<file path="src/rtl/lsu_bus_ctrl_pkg.sv">
// rtl/lsu_bus_ctrl_pkg.sv - shared encodings for the load/store bus controller
package lsu_pkg;

    localparam logic [1:0] HB_BYTE = 2'b00;
    localparam logic [1:0] HB_HALF = 2'b01;
    localparam logic [1:0] HB_WORD = 2'b10;

    localparam logic [1:0] IDLE = 2'd0;
    localparam logic [1:0] REQ  = 2'd1;
    localparam logic [1:0] DONE = 2'd2;

    // Size code 11 falls into the word rule.
    function automatic logic misaligned(input logic [1:0] hb, input logic [1:0] lo);
        case (hb)
            HB_BYTE: return 1'b0;
            HB_HALF: return lo[0];
            default: return |lo;
        endcase
    endfunction

endpackage

</file>
<file path="src/rtl/lsu_bus_ctrl_if.sv">
// rtl/lsu_bus_ctrl_if.sv - execute-side and system-bus signals of the load/store controller
interface lsu_bus_ctrl_if #(
    parameter int N_CE = 8
);
    logic            i_RE;
    logic            i_WE;
    logic [1:0]      i_HB;
    logic            i_ULOAD;
    logic [31:0]     i_ADDR;
    logic [31:0]     i_WDATA;
    logic [31:0]     o_RDATA;
    logic            o_STALL;
    logic            o_MISALIGN;
    logic            o_ERR;
    logic [31:0]     o_BUS_ADDR;
    logic [31:0]     o_BUS_WDATA;
    logic            o_BUS_WE;
    logic            o_BUS_RE;
    logic [1:0]      o_BUS_HB;
    logic [N_CE-1:0] o_BUS_CE;
    logic            o_BUS_REQ;
    logic            i_BUS_GNT;
    logic [31:0]     i_BUS_RDATA;

    modport slave (
        input  i_RE, i_WE, i_HB, i_ULOAD, i_ADDR, i_WDATA, i_BUS_GNT, i_BUS_RDATA,
        output o_RDATA, o_STALL, o_MISALIGN, o_ERR, o_BUS_ADDR, o_BUS_WDATA,
               o_BUS_WE, o_BUS_RE, o_BUS_HB, o_BUS_CE, o_BUS_REQ
    );

    modport master (
        output i_RE, i_WE, i_HB, i_ULOAD, i_ADDR, i_WDATA, i_BUS_GNT, i_BUS_RDATA,
        input  o_RDATA, o_STALL, o_MISALIGN, o_ERR, o_BUS_ADDR, o_BUS_WDATA,
               o_BUS_WE, o_BUS_RE, o_BUS_HB, o_BUS_CE, o_BUS_REQ
    );
endinterface

</file>
<file path="src/rtl/lsu_lane_align.sv">
// rtl/lsu_lane_align.sv - store lane replication and load lane select/extension
module lsu_lane_align
    import lsu_pkg::*;
(
    input  logic [1:0]  hb,
    input  logic        uload,
    input  logic [1:0]  addr_lo,
    input  logic [31:0] wdata,
    input  logic [31:0] rdata,
    output logic [31:0] wdata_bus,
    output logic [31:0] rdata_ext
);
    logic [7:0]  byte_sel;
    logic [15:0] half_sel;

    always_comb begin
        case (addr_lo)
            2'd0:    byte_sel = rdata[7:0];
            2'd1:    byte_sel = rdata[15:8];
            2'd2:    byte_sel = rdata[23:16];
            default: byte_sel = rdata[31:24];
        endcase
        half_sel = addr_lo[1] ? rdata[31:16] : rdata[15:0];

        case (hb)
            HB_BYTE: begin
                wdata_bus = {4{wdata[7:0]}};
                rdata_ext = uload ? {24'd0, byte_sel} : {{24{byte_sel[7]}}, byte_sel};
            end
            HB_HALF: begin
                wdata_bus = {2{wdata[15:0]}};
                rdata_ext = uload ? {16'd0, half_sel} : {{16{half_sel[15]}}, half_sel};
            end
            default: begin
                wdata_bus = wdata;
                rdata_ext = rdata;
            end
        endcase
    end
endmodule

</file>
<file path="src/rtl/lsu_bus_ctrl.sv">
// rtl/lsu_bus_ctrl.sv - region-decoding load/store bus controller with REQ/GNT arbitration
module lsu_bus_ctrl
    import lsu_pkg::*;
#(
    parameter int              N_CE        = 8,
    parameter int              CE_LSB      = 28,
    parameter int              CE_MSB      = 30,
    parameter logic [N_CE-1:0] ARB_MASK    = N_CE'(8'h0F),
    parameter int              TIMEOUT_CYC = 255
) (
    input logic           i_CLK,
    input logic           i_RST,
    lsu_bus_ctrl_if.slave bus
);
    localparam int CEW = CE_MSB - CE_LSB + 1;

    logic [1:0]      state;
    logic [31:0]     cnt;
    logic            err_q;
    logic [31:0]     addr_q;
    logic [31:0]     wdata_q;
    logic [1:0]      hb_q;
    logic            uload_q;
    logic            re_q;
    logic            we_q;
    logic [N_CE-1:0] ce_q;
    logic [31:0]     rdata_q;

    logic [CEW-1:0]  idx;
    logic [N_CE-1:0] ce_dec;
    logic            req, mis, mapped, arb, in_req, timeout;
    logic [31:0]     cnt_inc;
    logic [1:0]      al_hb, al_lo;
    logic            al_uload;
    logic [31:0]     al_wdata, al_wbus, al_rext;

    assign idx = bus.i_ADDR[CE_MSB:CE_LSB];

    always_comb begin
        ce_dec = '0;
        for (int i = 0; i < N_CE; i++) ce_dec[i] = (int'(idx) == i);
    end

    assign req     = bus.i_RE | bus.i_WE;
    assign mis     = req && misaligned(bus.i_HB, bus.i_ADDR[1:0]);
    assign mapped  = |ce_dec;
    assign arb     = |(ce_dec & ARB_MASK);
    assign in_req  = (state == REQ);
    assign cnt_inc = cnt + 32'd1;
    assign timeout = (TIMEOUT_CYC != 0) && (cnt_inc == 32'(TIMEOUT_CYC));

    // One aligner serves both the fast path (live inputs) and REQ (latched copy).
    assign al_hb    = in_req ? hb_q        : bus.i_HB;
    assign al_lo    = in_req ? addr_q[1:0] : bus.i_ADDR[1:0];
    assign al_uload = in_req ? uload_q     : bus.i_ULOAD;
    assign al_wdata = in_req ? wdata_q     : bus.i_WDATA;

    lsu_lane_align u_align (
        .hb        (al_hb),
        .uload     (al_uload),
        .addr_lo   (al_lo),
        .wdata     (al_wdata),
        .rdata     (bus.i_BUS_RDATA),
        .wdata_bus (al_wbus),
        .rdata_ext (al_rext)
    );

    always_ff @(posedge i_CLK or posedge i_RST) begin
        if (i_RST) begin
            state   <= IDLE;
            cnt     <= '0;
            err_q   <= 1'b0;
            addr_q  <= '0;
            wdata_q <= '0;
            hb_q    <= '0;
            uload_q <= 1'b0;
            re_q    <= 1'b0;
            we_q    <= 1'b0;
            ce_q    <= '0;
            rdata_q <= '0;
        end else begin
            case (state)
                IDLE: begin
                    if (req && !mis && arb) begin
                        addr_q  <= bus.i_ADDR;
                        wdata_q <= bus.i_WDATA;
                        hb_q    <= bus.i_HB;
                        uload_q <= bus.i_ULOAD;
                        re_q    <= bus.i_RE & ~bus.i_WE;
                        we_q    <= bus.i_WE;
                        ce_q    <= ce_dec;
                        cnt     <= '0;
                        state   <= REQ;
                    end
                end
                REQ: begin
                    if (bus.i_BUS_GNT) begin
                        rdata_q <= we_q ? 32'd0 : al_rext;
                        state   <= DONE;
                    end else if (timeout) begin
                        rdata_q <= '0;
                        err_q   <= 1'b1;
                        state   <= DONE;
                    end else begin
                        cnt <= cnt_inc;
                    end
                end
                DONE: begin
                    cnt   <= '0;
                    err_q <= 1'b0;
                    state <= IDLE;
                end
                default: state <= IDLE;
            endcase
        end
    end

    always_comb begin
        bus.o_RDATA     = '0;
        bus.o_STALL     = 1'b0;
        bus.o_MISALIGN  = 1'b0;
        bus.o_ERR       = 1'b0;
        bus.o_BUS_ADDR  = '0;
        bus.o_BUS_WDATA = '0;
        bus.o_BUS_WE    = 1'b0;
        bus.o_BUS_RE    = 1'b0;
        bus.o_BUS_HB    = '0;
        bus.o_BUS_CE    = '0;
        bus.o_BUS_REQ   = 1'b0;
        case (state)
            IDLE: begin
                if (mis) begin
                    bus.o_MISALIGN = 1'b1;
                end else if (req && !mapped) begin
                    bus.o_ERR = 1'b1;
                end else if (req && arb) begin
                    bus.o_STALL = 1'b1;
                end else if (req) begin
                    bus.o_RDATA     = al_rext;
                    bus.o_BUS_ADDR  = {bus.i_ADDR[31:2], 2'b00};
                    bus.o_BUS_WDATA = al_wbus;
                    bus.o_BUS_WE    = bus.i_WE;
                    bus.o_BUS_RE    = bus.i_RE & ~bus.i_WE;
                    bus.o_BUS_HB    = bus.i_HB;
                    bus.o_BUS_CE    = ce_dec;
                end
            end
            REQ: begin
                bus.o_STALL     = 1'b1;
                bus.o_BUS_REQ   = 1'b1;
                bus.o_BUS_ADDR  = {addr_q[31:2], 2'b00};
                bus.o_BUS_WDATA = al_wbus;
                bus.o_BUS_WE    = we_q;
                bus.o_BUS_RE    = re_q;
                bus.o_BUS_HB    = hb_q;
                bus.o_BUS_CE    = ce_q;
            end
            DONE: begin
                bus.o_RDATA = rdata_q;
                bus.o_ERR   = err_q;
            end
            default: ;
        endcase
        // Outputs are forced quiet while reset is held, including mid-transaction.
        if (i_RST) begin
            bus.o_RDATA     = '0;
            bus.o_STALL     = 1'b0;
            bus.o_MISALIGN  = 1'b0;
            bus.o_ERR       = 1'b0;
            bus.o_BUS_ADDR  = '0;
            bus.o_BUS_WDATA = '0;
            bus.o_BUS_WE    = 1'b0;
            bus.o_BUS_RE    = 1'b0;
            bus.o_BUS_HB    = '0;
            bus.o_BUS_CE    = '0;
            bus.o_BUS_REQ   = 1'b0;
        end
    end
endmodule

</file>
<file path="src/flat_wrapper.sv">
// flat-port wrapper written by rule: the top's interface ports become plain ports
module lsu_bus_ctrl_flat import lsu_pkg::*;
#(
    parameter int              N_CE        = 8,
    parameter int              CE_LSB      = 28,
    parameter int              CE_MSB      = 30,
    parameter logic [N_CE-1:0] ARB_MASK    = N_CE'(8'h0F),
    parameter int              TIMEOUT_CYC = 255
)
  (i_CLK, i_RST, bus_i_RE, bus_i_WE, bus_i_HB, bus_i_ULOAD, bus_i_ADDR, bus_i_WDATA, bus_i_BUS_GNT, bus_i_BUS_RDATA, bus_o_RDATA, bus_o_STALL, bus_o_MISALIGN, bus_o_ERR, bus_o_BUS_ADDR, bus_o_BUS_WDATA, bus_o_BUS_WE, bus_o_BUS_RE, bus_o_BUS_HB, bus_o_BUS_CE, bus_o_BUS_REQ);
  lsu_bus_ctrl_if #(.N_CE(N_CE)) bus_i ();
  input logic i_CLK;
  input logic i_RST;
  input wire logic [$bits(bus_i.i_RE)-1:0] bus_i_RE;
  input wire logic [$bits(bus_i.i_WE)-1:0] bus_i_WE;
  input wire logic [$bits(bus_i.i_HB)-1:0] bus_i_HB;
  input wire logic [$bits(bus_i.i_ULOAD)-1:0] bus_i_ULOAD;
  input wire logic [$bits(bus_i.i_ADDR)-1:0] bus_i_ADDR;
  input wire logic [$bits(bus_i.i_WDATA)-1:0] bus_i_WDATA;
  input wire logic [$bits(bus_i.i_BUS_GNT)-1:0] bus_i_BUS_GNT;
  input wire logic [$bits(bus_i.i_BUS_RDATA)-1:0] bus_i_BUS_RDATA;
  output wire logic [$bits(bus_i.o_RDATA)-1:0] bus_o_RDATA;
  output wire logic [$bits(bus_i.o_STALL)-1:0] bus_o_STALL;
  output wire logic [$bits(bus_i.o_MISALIGN)-1:0] bus_o_MISALIGN;
  output wire logic [$bits(bus_i.o_ERR)-1:0] bus_o_ERR;
  output wire logic [$bits(bus_i.o_BUS_ADDR)-1:0] bus_o_BUS_ADDR;
  output wire logic [$bits(bus_i.o_BUS_WDATA)-1:0] bus_o_BUS_WDATA;
  output wire logic [$bits(bus_i.o_BUS_WE)-1:0] bus_o_BUS_WE;
  output wire logic [$bits(bus_i.o_BUS_RE)-1:0] bus_o_BUS_RE;
  output wire logic [$bits(bus_i.o_BUS_HB)-1:0] bus_o_BUS_HB;
  output wire logic [$bits(bus_i.o_BUS_CE)-1:0] bus_o_BUS_CE;
  output wire logic [$bits(bus_i.o_BUS_REQ)-1:0] bus_o_BUS_REQ;
  assign bus_i.i_RE = bus_i_RE;
  assign bus_i.i_WE = bus_i_WE;
  assign bus_i.i_HB = bus_i_HB;
  assign bus_i.i_ULOAD = bus_i_ULOAD;
  assign bus_i.i_ADDR = bus_i_ADDR;
  assign bus_i.i_WDATA = bus_i_WDATA;
  assign bus_i.i_BUS_GNT = bus_i_BUS_GNT;
  assign bus_i.i_BUS_RDATA = bus_i_BUS_RDATA;
  assign bus_o_RDATA = bus_i.o_RDATA;
  assign bus_o_STALL = bus_i.o_STALL;
  assign bus_o_MISALIGN = bus_i.o_MISALIGN;
  assign bus_o_ERR = bus_i.o_ERR;
  assign bus_o_BUS_ADDR = bus_i.o_BUS_ADDR;
  assign bus_o_BUS_WDATA = bus_i.o_BUS_WDATA;
  assign bus_o_BUS_WE = bus_i.o_BUS_WE;
  assign bus_o_BUS_RE = bus_i.o_BUS_RE;
  assign bus_o_BUS_HB = bus_i.o_BUS_HB;
  assign bus_o_BUS_CE = bus_i.o_BUS_CE;
  assign bus_o_BUS_REQ = bus_i.o_BUS_REQ;
  lsu_bus_ctrl #(.N_CE(N_CE), .CE_LSB(CE_LSB), .CE_MSB(CE_MSB), .ARB_MASK(ARB_MASK), .TIMEOUT_CYC(TIMEOUT_CYC)) u_core (.i_CLK(i_CLK), .i_RST(i_RST), .bus(bus_i));
endmodule
</file>
<file path="config.mk">
export PLATFORM = sky130hd
export DESIGN_NAME = lsu_bus_ctrl_flat
export DESIGN_NICKNAME = d
export VERILOG_FILES = /design/src/rtl/lsu_bus_ctrl_pkg.sv /design/src/rtl/lsu_bus_ctrl_if.sv /design/src/rtl/lsu_lane_align.sv /design/src/rtl/lsu_bus_ctrl.sv /design/src/flat_wrapper.sv
export SDC_FILE = /design/constraint.sdc
export NUM_CORES = 1
export LEC_CHECK = 0
export CAP_MARGIN = 20
export CORE_UTILIZATION = 45
export DETAILED_ROUTE_END_ITERATION = 8
export PLACE_DENSITY = 0.73
export SLEW_MARGIN = 20
export SYNTH_ARGS = -nofsm -noshare
export SYNTH_HDL_FRONTEND = slang
export SYNTH_SLANG_ARGS = --single-unit
</file>
<file path="constraint.sdc">
create_clock -name i_CLK -period 10.8 [get_ports i_CLK]
set_input_delay 2.16 -clock i_CLK [delete_from_list [all_inputs] [get_ports i_CLK]]
set_output_delay 2.16 -clock i_CLK [all_outputs]
set_load 0.02 [all_outputs]
</file>
# ---- Word level (Yosys, flattened, before mapping)
# Index checks and enable logic that the tools add are counted.
dict set report classes {
  n_addsub 1
  n_eq_ne 19
  n_mux 81
  bitwise 3
  reduce_logical 23
}
# operator count
set ops {}
lappend ops {{$mux 32} 24}
lappend ops {{$pmux 32 s2} 5}
lappend ops {{$pmux 32 s3} 1}
lappend ops {{$mux 8} 5}
lappend ops {{$add 32x1->32 const B} 1}
lappend ops {{$eq 32x8->1 const B} 1}
lappend ops {{$mux 1} 25}
lappend ops {{$pmux 8 s3} 1}
lappend ops {{$mux 2} 10}
lappend ops {{$mux 16} 1}
lappend ops {{$pmux 8 s2} 1}
lappend ops {{$eq 3x3->1 const B} 4}
lappend ops {{$pmux 1 s2} 6}
lappend ops {{$eq 2x1->1 const B} 4}
lappend ops {{$logic_not 2->1} 4}
lappend ops {{$pmux 2 s2} 2}
lappend ops {{$reduce_or 8->1} 1}
lappend ops {{$eq 3x2->1 const B} 2}
lappend ops {{$ne 2x2->1 const B} 3}
lappend ops {{$reduce_and 2->1} 3}
lappend ops {{$logic_and 1x1->1} 5}
lappend ops {{$eq 2x2->1 const B} 2}
lappend ops {{$reduce_and 4->1} 1}
lappend ops {{$reduce_bool 2->1} 2}
lappend ops {{12 further kinds} 13}
dict set report totals {
  regBits 144
  elab_cells 138
}

# ---- Depth between registers and ports, before layout
# Gate-level depths: netlist of run 1.
dict set report logic_depth {
  ltp_word 12
  ltp_mapped 12
}

# ---- Modules after synthesis
# A second synthesis of run 1 with hierarchy kept.
dict set report unflattened {
  cells_unflattened 1087
  hier_area_um2 9320.2
}
# module n_inst cells_per_inst area_each_um2 seq_area_each_um2
set by_module_without_submodules {}
lappend by_module_without_submodules {lsu_bus_ctrl 1 913 8215.4 3603.5}
lappend by_module_without_submodules {lsu_lane_align 1 174 1104.8 0.0}

# ---- Worst setup path after synthesis of run 1
# Ideal clock, no wire load.
dict set report synth_timing {
  kind {in2out}
  startpoint {in i_RST}
  endpoint {out bus_o_BUS_WDATA[18]}
  arrival_time_ns 7.189
  path_slack_ns 1.451
  path_stages 5
  n_path_buf 2
  path_cell_list {clkbuf_1 -> inv_1 -> o21ai_1 -> clkbuf_1 -> a311oi_1}
}
dict set report synth_between {
  elab_chain_cells 1
}
# item line
set synth_lines {}
lappend synth_lines {{start, declared} flat_wrapper.sv:13} ;# input logic i_RST;
lappend synth_lines {{$mux 32} lsu_bus_ctrl.sv:165} ;# if (i_RST) begin
lappend synth_lines {{end, declared} flat_wrapper.sv:27} ;# output wire logic [$bits(bus_i.o_BUS_WDATA)-1:0] bus_o_BUS_WDATA;
# No other way between the ends.

# ---- Final worst setup path of run 1
dict set report layout_timing {
  startpoint {in bus_i_ADDR[0]}
  endpoint {out bus_o_RDATA[28]}
}
dict set report layout_between {
  elab_chain_cells 11
}
# item line
set layout_lines {}
lappend layout_lines {{start, declared} flat_wrapper.sv:18} ;# input wire logic [$bits(bus_i.i_ADDR)-1:0] bus_i_ADDR;
lappend layout_lines {{$mux 2} lsu_bus_ctrl.sv:54} ;# assign al_lo = in_req ? addr_q[1:0] : bus.i_ADDR[1:0];
lappend layout_lines {{$eq 2x2->1, or another cell as far along} lsu_lane_align.sv:17} ;# case (addr_lo)
lappend layout_lines {{$pmux 8 s3} lsu_lane_align.sv:17}
lappend layout_lines {{$mux 32} lsu_lane_align.sv:28} ;# rdata_ext = uload ? {24'd0, byte_sel} : {{24{byte_sel[7]}}, byte_sel};
lappend layout_lines {{$pmux 32 s2} lsu_lane_align.sv:25} ;# case (hb)
lappend layout_lines {{$mux 32} lsu_bus_ctrl.sv:138} ;# end else if (req) begin
lappend layout_lines {{$mux 32} lsu_bus_ctrl.sv:136} ;# end else if (req && arb) begin
lappend layout_lines {{$mux 32} lsu_bus_ctrl.sv:134} ;# end else if (req && !mapped) begin
lappend layout_lines {{$mux 32 *} lsu_bus_ctrl.sv:132} ;# if (mis) begin
lappend layout_lines {{$pmux 32 s2 *} lsu_bus_ctrl.sv:130} ;# case (state)
lappend layout_lines {{$mux 32 *} lsu_bus_ctrl.sv:165}
lappend layout_lines {{end, declared} flat_wrapper.sv:22} ;# output wire logic [$bits(bus_i.o_RDATA)-1:0] bus_o_RDATA;
# Mark *: on every way between the ends. The rest lies on a longest branch, timed or not.

==> out/metrics.csv, run 1 <==
metric,value,unit
initial core utilization,0.459,
total number of vias,8628,
Peak VDD IR,0.122,mV
hold-fix buffers at CTS,0,
Worst EP arrival,5.78,ns
placed inst area,11500,sq um
worst hold path type,reg -> reg,
top-level I/O count,216,
start of the worst register-to-register path,u_core.cnt[8],
R2R Path End,u_core.cnt[1],
largest net degree at the start of global routing,86,
drt initial violations,762,
fraction of final layout cells sized beyond drive strength 1,0.134,
final number of max-transition violations,0,
overflow left after global routing,0,
clock period minus final worst setup slack,7.94,ns
vias in the first global route,8536,
master cell of the clock root buffer,clkbuf_16,
Final Instance Count excl. Fillers,1456,
Resized Gates After CTS,0,
hold_ws,0.474,ns
fmax,0.126,GHz
post-synthesis async set-or-reset flop share,1.00,
WL/cell,19.8,microns
area inside the core boundary,20200,sq um
data required time at the worst endpoint,8.64,ns
1st-pass router iterations,7,
minimum setup slack among reg-to-reg paths,6.81,ns
post-route design area,12100,sq um
clock transition at the registers of the reported paths,0.07,ns
Synth Flop Type,dfrtp_1,
share of the yosys chip area belonging to registers,0.388,
total half-perimeter wirelength after legalization and detailed placement,19600,microns
number of cells after detailed placement,1423,
post-CTS repair timing setup buffer count,0,
slew of the pin with the lowest slew margin,0.958,ns
number of H-tree levels,4,
first-pass GRT wire length,45800,microns
Longest Clk Path Bufs,2,
RSZ-0062 raised after global routing,no,
row cnt,52,
net count of the finished layout,1279,
number of enable flip-flop cells after synthesis,0,
remaining antenna violation count after routing,0,
leakage power figure,4.73,nW
Yosys cell types,70,
Total Neg Setup Slack,0,ns
total clock buffers created by CTS,17,
headroom to the max-slew limit,0.361,
Register-to-Register Path Depth,9,
synthesized instance count,1021,
GP Congestion,0.932,
power density over the cells,165,nW/um^2
insertion delay to the later sink of the worst-skew pair,0.44,ns
CTS tree,built,
final hold viol count,0,
number of antenna cells inserted,0,
antenna violations before repair,1,
kind of start point of the critical path,input pin,
combined global-route utilization of all metal layers,0.272,
DRC violations left,0,
synth-to-layout area growth,30.4,%
number of maximum-capacitance violations,0,
Horiz. Die Dim,146,microns
worst min-delay path endpoint,u_core.ce_q[2],
total of warnings raised by yosys,0,
TritonCTS Sinks,144,
die height,146,microns
final setup violation count,0,
final worst-path cycle share,0.736,
"flops & latches, synth",144,
worst setup path class,in -> out,
crit-path max FO,31,
die outline area,21200,sq um
vias per cell,5.93,
setup skew after layout,0.0124,ns
Worst Hold Launch,u_core.ce_q[2],
outcome,"complete, no violations",
nature of the critical path endpoint,output port,
count of buffers inserted at the top-level ports,213,
Filler Cells Inserted,1748,
sum of routed wire length over all layers,28800,microns
mapped cell area,9300,sq um
Final Core Density,0.599,
cell depth of the worst hold path,2,
mean instance size in the synthesized netlist,9.11,sq um
stage by stage:
stage / power, mW / setup slack [ns]
final: 2.00 / 2.86
after global routing: 2.10 / 2.62
after CTS: 2.00 / 2.90
after detailed placement: 1.40 / 2.90
after global placement: 1.38 / 2.95
after floorplan: 1.18 / 1.45
metal layers:
layer  track usage  part of all wire
met1         0.349              0.42
met2         0.437              0.48
met3        0.0752             0.070
met4         0.104             0.027
met5             0           0.00045
cells in the mapped netlist, types with 5 or more instances:
cell type  number  area share
nor2_1        122       0.049
buf_2           8      0.0043
a22o_1         19       0.018
a31oi_2         8       0.011
nor3_1         11      0.0059
o2bb2ai_1      16       0.015
a21oi_1        72       0.039
mux4_2         16       0.039
mux2i_1        19       0.020
nor2b_1        17       0.011
and2_1          8      0.0054
o21ai_1         5      0.0027
nor4_1         13      0.0087
o211ai_1       17       0.014
buf_6           5      0.0061
a31oi_1        20       0.013
a211oi_1       12      0.0097
nand2b_1        5      0.0034
dfrtp_1       144        0.39
and4_1          7      0.0066
a22oi_1        51       0.041
nand3_1        16      0.0086
clkbuf_1       66       0.027
o22ai_1        10      0.0067
nand2_1       111       0.045
a221o_1         7      0.0075
o21ai_0        33       0.018
inv_1          14      0.0057
buf_1           8      0.0032
and3_1         11      0.0074
xnor2_1         5      0.0047
nand4_1        11      0.0074
mux2_2         67       0.081
flip-flops by register name (all words and copies together) (netlist names):
signal / count
u_core.rdata_q: 32
u_core.uload_q: 1
u_core.re_q: 1
u_core.ce_q: 8
u_core.wdata_q: 32
u_core.we_q: 1
u_core.addr_q: 32
u_core.err_q: 1
u_core.state: 2
u_core.cnt: 32
u_core.hb_q: 2
placed cells by master, fill, tap and decap left out, types with 17 or more instances in the layout:
cell type	netlist	routed
mux2_2	67	67
mux2i_1	19	17
nor2_1	122	122
a22oi_1	51	51
nand2_1	111	110
a31oi_1	20	20
o211ai_1	17	17
a22o_1	19	19
dfrtp_1	144	144
a21oi_1	72	71
clkbuf_16	0	17
o21ai_0	33	33
clkdlybuf4s50_1	0	213
worst max-delay path by stage:
stage,end,depth (start not counted),start,slack (ns)
floorplan,bus_o_BUS_WDATA[18],5,i_RST,1.45
global placement,bus_o_RDATA[21],10,bus_i_ADDR[0],2.95
detailed placement,bus_o_RDATA[28],10,bus_i_ADDR[0],2.90
CTS,bus_o_RDATA[28],10,bus_i_ADDR[0],2.90
global route,bus_o_RDATA[26],10,bus_i_ADDR[0],2.62
finish,bus_o_RDATA[28],10,bus_i_ADDR[0],2.86
logic make-up (layout without fill, tap and decap cells):
group,after synthesis,in the layout,synth area share
AND/OR/NAND/NOR,357,357,0.186
AO/OA/AOI/OAI,302,302,0.226
flip-flops,144,144,0.388
multiplexers,104,104,0.143
buffers and inverters,104,268,0.0480
XOR/XNOR,7,7,0.00659
adder cells (fa/ha/maj),2,2,0.00269
other,1,2,0.000403
critical path, stage by stage:
cell             delay (ns)
clkdlybuf4s50_1        0.53
mux2i_2                0.69
mux4_2                 0.61
nand3_1                0.11
o21ai_0                0.08
nand2_1                0.07
nand2_1                0.52
o211ai_1               0.33
a21oi_1                0.11
clkdlybuf4s50_1        0.58
area by class of cell:
class | instances | area, sq um | share of cell area
inverter | 14 | 57.6 | 0.00475
sequential | 144 | 3600 | 0.297
clock buffer | 17 | 425 | 0.0351
multi-input combinational | 774 | 5320 | 0.439
timing repair buffer | 222 | 2210 | 0.183
clock inverter | 15 | 165 | 0.0136
tap | 270 | 338 | 0.0279
where the power goes:
group	total (mW)	internal, mW	switching, mW	leakage, nW
registers	0.774	0.674	0.0999	1.84
clock network	0.602	0.329	0.273	0.290
logic	0.623	0.299	0.324	2.60
total	2.00	1.30	0.697	4.73
(Power assumes the default switching activity.)
==> run 2: changes to the inputs <==
clock period = 7.6 ns   (was 10.8 ns; I/O delays follow)
==> out/metrics.csv, run 2 (same netlist as run 1, synthesis figures left out) <==
metric,value,unit,change
outcome,"complete, no violations",,
"most common cell after layout, fill and taps aside",clkdlybuf4s50_1,,
M3 GR Usage,0.0784,,+0.00313
area inside the core boundary,20200,sq um,unchanged
DRC violations left,0,,unchanged
synth-to-layout area growth,30.7,%,
fraction of final layout cells sized beyond drive strength 1,0.137,,+0.00291
most frequent cells in the layout,"213 x clkdlybuf4s50_1, 144 x dfrtp_1, 122 x nor2_1, 110 x nand2_1, 71 x a21oi_1",,
cell breakdown of the critical path,clkdlybuf4s50_1 -> mux2i_2 -> mux4_2 -> nand3_1 -> o21ai_0 -> nand2_1 -> nand2_1 -> o211ai_1 -> a21oi_1 -> clkdlybuf4s50_1,,
die outline area,21200,sq um,unchanged
row cnt,52,,unchanged
Register-to-Register Path Depth,9,,unchanged
setup skew after layout,0.0128,ns,+0.000422 ns
overflow left after global routing,0,,unchanged
number of maximum-capacitance violations,0,,unchanged
Peak VDD IR,0.140,mV,+15%
start of the worst register-to-register path,u_core.cnt[8],,
vias per cell,6.06,,+2.2%
net count of the finished layout,1283,,+0.31%
GP Congestion,0.937,,+0.45%
Total Neg Setup Slack,0,ns,unchanged
Longest Clk Path Bufs,2,,unchanged
R2R Path End,u_core.cnt[1],,
cell family contributing the most delay on the critical path,buffers and inverters,,
met1 Resource Use GR,0.354,,+0.00468
crit-path max cell delay,0.66,ns,-0.03 ns
hold-fix buffers at CTS,0,,unchanged
remaining antenna violation count after routing,0,,unchanged
cell depth of the worst hold path,2,,unchanged
fmax,0.154,GHz,
master cell of the clock root buffer,clkbuf_16,,
antenna violations before repair,2,,+1
total half-perimeter wirelength after legalization and detailed placement,19500,microns,-0.75%
clock period minus final worst setup slack,6.48,ns,
vias in the first global route,8476,,-0.70%
crit-path max FO,31,,unchanged
WL/cell,19.8,microns,+0.42%
worst setup path class,in -> out,,
Horiz. Die Dim,146,microns,unchanged
worst hold path type,reg -> reg,,
TritonCTS Sinks,144,,unchanged
CTS tree,built,,
insertion delay to the later sink of the worst-skew pair,0.43,ns,about the same
die height,146,microns,unchanged
worst-case setup slack after placement,0.951,ns,-1.95 ns
clock transition at the registers of the reported paths,0.07,ns,about the same
total number of vias,8851,,+2.6%
Filler Cells Inserted,1719,,-1.7%
post-CTS repair timing setup buffer count,0,,unchanged
slowest library cell on the worst path,nand2_1,,
number of H-tree levels,4,,unchanged
Final Core Density,0.600,,+0.00148
RSZ-0062 raised after global routing,no,,
first-pass GRT wire length,45800,microns,about the same
combined global-route utilization of all metal layers,0.272,,-0.000616
Worst Hold Launch,u_core.ce_q[0],,
worst min-delay path endpoint,u_core.ce_q[0],,
kind of start point of the critical path,input pin,,
number of buffer and inverter stages on the critical path,2,,unchanged
leakage power figure,4.74,nW,+0.14%
nature of the critical path endpoint,output port,,
Final Worst Setup Slack,1.12,ns,-1.73 ns
GRT Max-Usage Layer,met2,,
slew of the pin with the lowest slew margin,0.956,ns,-0.00207 ns
sum of routed wire length over all layers,29000,microns,+0.77%
power density over the cells,233,nW/um^2,+41%
count of buffers inserted at the top-level ports,213,,unchanged
headroom to the max-slew limit,0.363,,+0.00138
final worst-path cycle share,0.852,,
Worst EP arrival,4.96,ns,-0.82 ns
largest net degree at the start of global routing,145,,+69%
final number of max-transition violations,0,,unchanged
initial core utilization,0.459,,unchanged
total clock buffers created by CTS,17,,unchanged
data required time at the worst endpoint,6.08,ns,-2.56 ns
minimum setup slack among reg-to-reg paths,3.66,ns,-3.15 ns
drt initial violations,749,,-1.7%
Resized Gates After CTS,0,,unchanged
top-level I/O count,216,,unchanged
met2 global-route usage,0.421,,-0.0160
final hold viol count,0,,unchanged
final setup violation count,0,,unchanged
1st-pass router iterations,5,,-2
## run 2: layer usage
layer	wire (microns)	up-vias	part of all wire
li1	-	4100	-
met1	12200	4349	0.42
met2	13700	337	0.47
met3	2300	63	0.079
met4	846	2	0.029
met5	18	-	0.00062
## run 2: stage by stage
| step | total power, mW | hold WS, ns | instance area, sq um | std cells |
|---|---|---|---|---|
| detailed placement | 1.99 | 0.470 | 11500 | 1427 |
| global route | 2.97 | 0.500 | 12200 | 1461 |
| floorplan | 1.68 | 0.440 | 9310 | 1022 |
| finish | 2.83 | 0.487 | 12200 | 1461 |
| CTS | 2.84 | 0.486 | 12100 | 1459 |
| global placement | 1.96 | 0.452 | 11500 | 1427 |
## run 2: layout make-up
| type | count | area [sq um] | share of cell area |
|---|---|---|---|
| Sequential cell | 144 | 3600 | 0.297 |
| Tap cell | 270 | 338 | 0.0278 |
| Clock buffer | 18 | 439 | 0.0361 |
| Inverter | 14 | 56.3 | 0.00463 |
| Timing Repair Buffer | 226 | 2250 | 0.186 |
| Clock inverter | 14 | 145 | 0.0119 |
| Multi-Input combinational cell | 774 | 5310 | 0.437 |
| Antenna cell | 1 | 2.50 | 0.000206 |
## run 2: worst max-delay path by stage
stage / from / to / cells after the start
after floorplan: i_RST / bus_o_BUS_WDATA[15] / 5
after global placement: bus_i_ADDR[1] / bus_o_RDATA[30] / 10
after detailed placement: bus_i_ADDR[1] / bus_o_RDATA[28] / 10
after CTS: bus_i_ADDR[1] / bus_o_RDATA[30] / 10
after global routing: bus_i_ADDR[1] / bus_o_RDATA[17] / 10
final: bus_i_ADDR[1] / bus_o_RDATA[30] / 10
## run 2: report_power, final
part           internal, mW  total (mW)  switching, mW
Sequential            0.958        1.10          0.141
Combinational         0.429       0.891          0.462
Clock                 0.471       0.843          0.372
## run 2: tightest hold or removal path: stages (launching register included)
cell     delay (ns)
dfrtp_1        0.34
nand2_1        0.05
o31ai_1        0.06
==> run 3: changes to the inputs <==
CORE_UTILIZATION = 51   (was 45)
PLACE_DENSITY = 0.81   (was 0.73)
==> out/metrics.csv, run 3 (same netlist as run 1, synthesis figures left out) <==
metric,value,unit,change
outcome,"complete, no violations",,
worst setup path class,in -> out,,
Horiz. Die Dim,137,microns,-6.0%
most frequent cells in the layout,"213 x clkdlybuf4s50_1, 144 x dfrtp_1, 122 x nor2_1, 110 x nand2_1, 71 x a21oi_1",,
fraction of final layout cells sized beyond drive strength 1,0.138,,+0.000609
number of maximum-capacitance violations,0,,unchanged
net count of the finished layout,1285,,+0.16%
kind of start point of the critical path,input pin,,
total area of multi-input combinational cells,5310,sq um,about the same
switching power total,0.986,mW,+0.99%
slowest library cell on the worst path,clkdlybuf4s50_1,,
WL/cell,20.1,microns,+1.4%
Worst Hold Launch,u_core.addr_q[29],,
final setup violation count,0,,unchanged
hold-fix buffers at CTS,0,,unchanged
sum of routed wire length over all layers,28600,microns,-1.2%
CTS tree,built,,
source of the critical timing path,bus_i_ADDR[0],,
data required time at the worst endpoint,6.08,ns,about the same
area inside the core boundary,17900,sq um,-12%
total number of vias,9023,,+1.9%
drt initial violations,795,,+6.1%
Combinational Power Share,0.314,,about the same
cell family contributing the most delay on the critical path,buffers and inverters,,
nature of the critical path endpoint,output port,,
Register-to-Register Path Depth,9,,unchanged
first-pass GRT wire length,44900,microns,-2.1%
row cnt,49,,-5.8%
insertion delay to the later sink of the worst-skew pair,0.44,ns,about the same
initial core utilization,0.519,,+0.0599
crit-path max FO,31,,unchanged
vias in the first global route,8485,,+0.11%
slew of the pin with the lowest slew margin,1.05,ns,+0.0932 ns
minimum setup slack among reg-to-reg paths,3.67,ns,about the same
clock period minus final worst setup slack,6.28,ns,-0.197 ns
DRC violations left,0,,unchanged
Longest Clk Path Bufs,2,,unchanged
total power of the final layout,2.84,mW,+0.22%
setup skew after layout,0.00995,ns,-0.00286 ns
fraction of power consumed by sequential logic,0.387,,about the same
vias per cell,6.34,,+4.7%
Worst EP arrival,4.76,ns,-0.20 ns
fmax,0.159,GHz,+3.1%
TritonCTS Sinks,144,,unchanged
sw frac,0.347,,+0.00264
number of buffer and inverter stages on the critical path,3,,+1
Int Pwr,1.85,mW,-0.18%
leakage power figure,4.75,nW,+0.34%
count of buffers inserted at the top-level ports,213,,unchanged
final number of max-transition violations,0,,unchanged
clock network fraction of design power,0.298,,about the same
crit-path max cell delay,0.57,ns,-0.09 ns
antenna violations before repair,2,,unchanged
start of the worst register-to-register path,u_core.cnt[8],,
overflow left after global routing,0,,unchanged
cell breakdown of the critical path,clkdlybuf4s50_1 -> mux2i_2 -> buf_4 -> mux4_2 -> nand3_1 -> o21ai_0 -> nand2_1 -> nand2_1 -> o211ai_1 -> a21oi_1 -> clkdlybuf4s50_1,,
combined global-route utilization of all metal layers,0.310,,+0.0386
post-CTS repair timing setup buffer count,0,,unchanged
die outline area,18800,sq um,-12%
final hold viol count,0,,unchanged
area of all sequential standard cells,3600,sq um,unchanged
final worst-path cycle share,0.826,,-0.0259
master cell of the clock root buffer,clkbuf_16,,
RSZ-0062 raised after global routing,no,,
clock transition at the registers of the reported paths,0.06,ns,about the same
total half-perimeter wirelength after legalization and detailed placement,19500,microns,+0.27%
largest net degree at the start of global routing,86,,-41%
headroom to the max-slew limit,0.301,,-0.0622
power density over the cells,234,nW/um^2,+0.51%
synth-to-layout area growth,30.3,%,
Peak VDD IR,0.183,mV,+31%
Filler Cells Inserted,1380,,-20%
top-level I/O count,216,,unchanged
remaining antenna violation count after routing,0,,unchanged
Resized Gates After CTS,0,,unchanged
GP Congestion,0.948,,+1.2%
R2R Path End,u_core.cnt[1],,
capture point of the critical path,bus_o_RDATA[18],,
worst hold path type,reg -> reg,,
1st-pass router iterations,6,,+1
total clock buffers created by CTS,17,,unchanged
"most common cell after layout, fill and taps aside",clkdlybuf4s50_1,,
Total Neg Setup Slack,0,ns,unchanged
Stages on worst setup path,11,,+1
number of H-tree levels,4,,unchanged
die height,137,microns,-6.0%
[run 3: cell count changes in the layout (fill, tap and decap cells not counted)]
cell,delta
buf_12,-2
buf_16,+1
buf_4,+3
clkbuf_8,-1
clkinv_4,+1
clkinv_8,+1
clkinvlp_4,-2
diode_2,+1
inv_8,+1
mux2i_1,+1
mux2i_2,-1
[run 3: final cells by class]
cell class / instances / share of cell area
diodes: 2 / 0.000413
clock buffers: 17 / 0.0351
clock inverters: 15 / 0.0137
inverters: 14 / 0.00465
multi-input cells: 774 / 0.438
flip-flops and latches: 144 / 0.297
well taps: 229 / 0.0236
repair buffers: 228 / 0.187
[run 3: worst min-delay path by stage]
stage / endpoint / slack, ns / cells past startpoint
floorplan: u_core.ce_q[0] / 0.44 / 2
global placement: u_core.ce_q[3] / 0.46 / 2
detailed placement: u_core.ce_q[3] / 0.46 / 2
CTS: u_core.ce_q[3] / 0.49 / 2
global route: u_core.rdata_q[18] / 0.50 / 1
finish: u_core.addr_q[29] / 0.49 / 2
[run 3: worst reg2reg max path, cell delays in order, from the launching register on]
cell	delay [ns]
dfrtp_1	0.59
nand2_1	0.24
nor4_2	0.76
and3_1	0.32
xor2_1	0.10
nor4_1	0.22
o2111ai_1	0.21
nor4_4	0.60
o21ai_4	0.36
mux2_1	0.42
[run 3: stage by stage]
step / setup WS [ns] / util / instances / hold WS (ns) / cell area, sq um
2_1_floorplan: 0.677 / - / 1022 / 0.440 / 9310
3_3_place_gp: 1.43 / 0.642 / 1388 / 0.459 / 11500
3_5_place_dp: 1.37 / 0.642 / 1388 / 0.464 / 11500
4_1_cts: 1.36 / 0.675 / 1420 / 0.486 / 12100
5_1_grt: 1.05 / 0.677 / 1422 / 0.501 / 12100
6_report: 1.32 / 0.677 / 1423 / 0.489 / 12100
[run 3: power by group through the flow]
stage | clock [mW] | sequential (mW) | combinational (mW)
after floorplan | 0 | 1.05 | 0.625
after global placement | 0 | 1.09 | 0.860
after detailed placement | 0 | 1.10 | 0.880
after CTS | 0.854 | 1.09 | 0.888
after global routing | 0.888 | 1.12 | 0.966
final | 0.847 | 1.10 | 0.893
[run 3: routing by layer]
| layer | up-vias | wire (microns) | track usage |
|---|---|---|---|
| met5 | - | 0 | 0 |
| met4 | 0 | 994 | 0.135 |
| met3 | 82 | 2380 | 0.0833 |
| met2 | 420 | 13600 | 0.482 |
| met1 | 4408 | 11600 | 0.405 |
| li1 | 4113 | - | - |
==> edit (settings of run 1) <==
Reset style: synchronous (`i_RST`), changed in one clocked block.
--- a/src/rtl/lsu_bus_ctrl.sv
+++ b/src/rtl/lsu_bus_ctrl.sv
@@ -67,3 +67,3 @@
 
-    always_ff @(posedge i_CLK or posedge i_RST) begin
+    always_ff @(posedge i_CLK) begin
         if (i_RST) begin
Check against the original RTL: same outputs for any inputs over 4 cycles, from zero or initial values and one cycle with i_RST high; that may be too few to reach the edited logic, so the function may still have changed.
==> edit against run 1 <==
- critical path depth did not move
- sequential share of layout area fell by 5.1 points
- count of clock-buffer cells in the layout rose by 1
- setup slack got worse by 0.017 ns
- synthesized area fell by 3.9%
- design area fell by 3.6%
- sequential cell count did not move
- routed wire length rose by 0.99%
- clock skew barely moved
Power is not compared: it rests on default switching activity, and its combinational part moved more than twofold at a synthesized area within 25%.
==> edit: results <==
group,metric,value,unit
synthesis,async_flop_share,0,%
status,status,"finished, final reports clean",
setup_path,endpoint,"bus_o_RDATA[8]",
setup_path,slowest_stage,"clkdlybuf4s50_1",
cells_and_area,filler_cell_count,1786,
sta,fin_skew,0.01231,ns
cells_and_area,drive_gt1_share,6.907,%
setup_path,crit_start,"bus_i_HB[1]",
global_route,grt_pass1_wl,46070,um
place,placed_area,11020,sq um
detailed_routing,drt_first_pass_iters,5,
place,dp_slack,2.907,ns
sta,worstMarginPinSlew,0.9837,ns
sta,fin_ws,2.839,ns
detailed_routing,drt_iter0_drc,865,
setup_path,crit_fanout,46,
setup_path,arrival,5.80,ns
worst_hold_path,min_to,"u_core.ce_q[1]",
setup_path,rrSetupSlack,6.91,ns
setup_path,slowest_delay,0.64,ns
detailed_routing,routedWlPerCell,17.86,um
place,gp_congestion,0.8737,
place,dpl.hpwl,19190,um
global_route,grt_max_degree,81,
global_route,grt_pass1_vias,8792,
synthesis,synth_cells,1213,
==> edit: power breakdown <==
| part | internal, mW | switching [mW] | total [mW] |
|---|---|---|---|
| Clock | 0.415 | 0.251 | 0.666 |
| Combinational | 0.119 | 0.165 | 0.284 |
| Sequential | 0.548 | 0.0110 | 0.559 |
| Total | 1.08 | 0.427 | 1.51 |
==> edit: final cells by class <==
| class | instances | area [sq um] | share of cell area [%] |
|---|---|---|---|
| clock inverter | 14 | 226.5 | 1.937 |
| tap | 265 | 331.6 | 2.837 |
| multi-input combinational | 951 | 5562 | 47.58 |
| clock buffer | 18 | 429.2 | 3.672 |
| timing repair buffer | 226 | 2227 | 19.05 |
| inverter | 8 | 30.03 | 0.2569 |
| sequential | 144 | 2883 | 24.66 |
==> edit: layer usage <==
layer,track usage (%),share of wire (%),up-vias
met4,10.07,2.4,0
met5,0,0,-
met1,37.10,42,4467
met3,7.579,9.1,44
met2,45.67,46,381
li1,-,-,4594
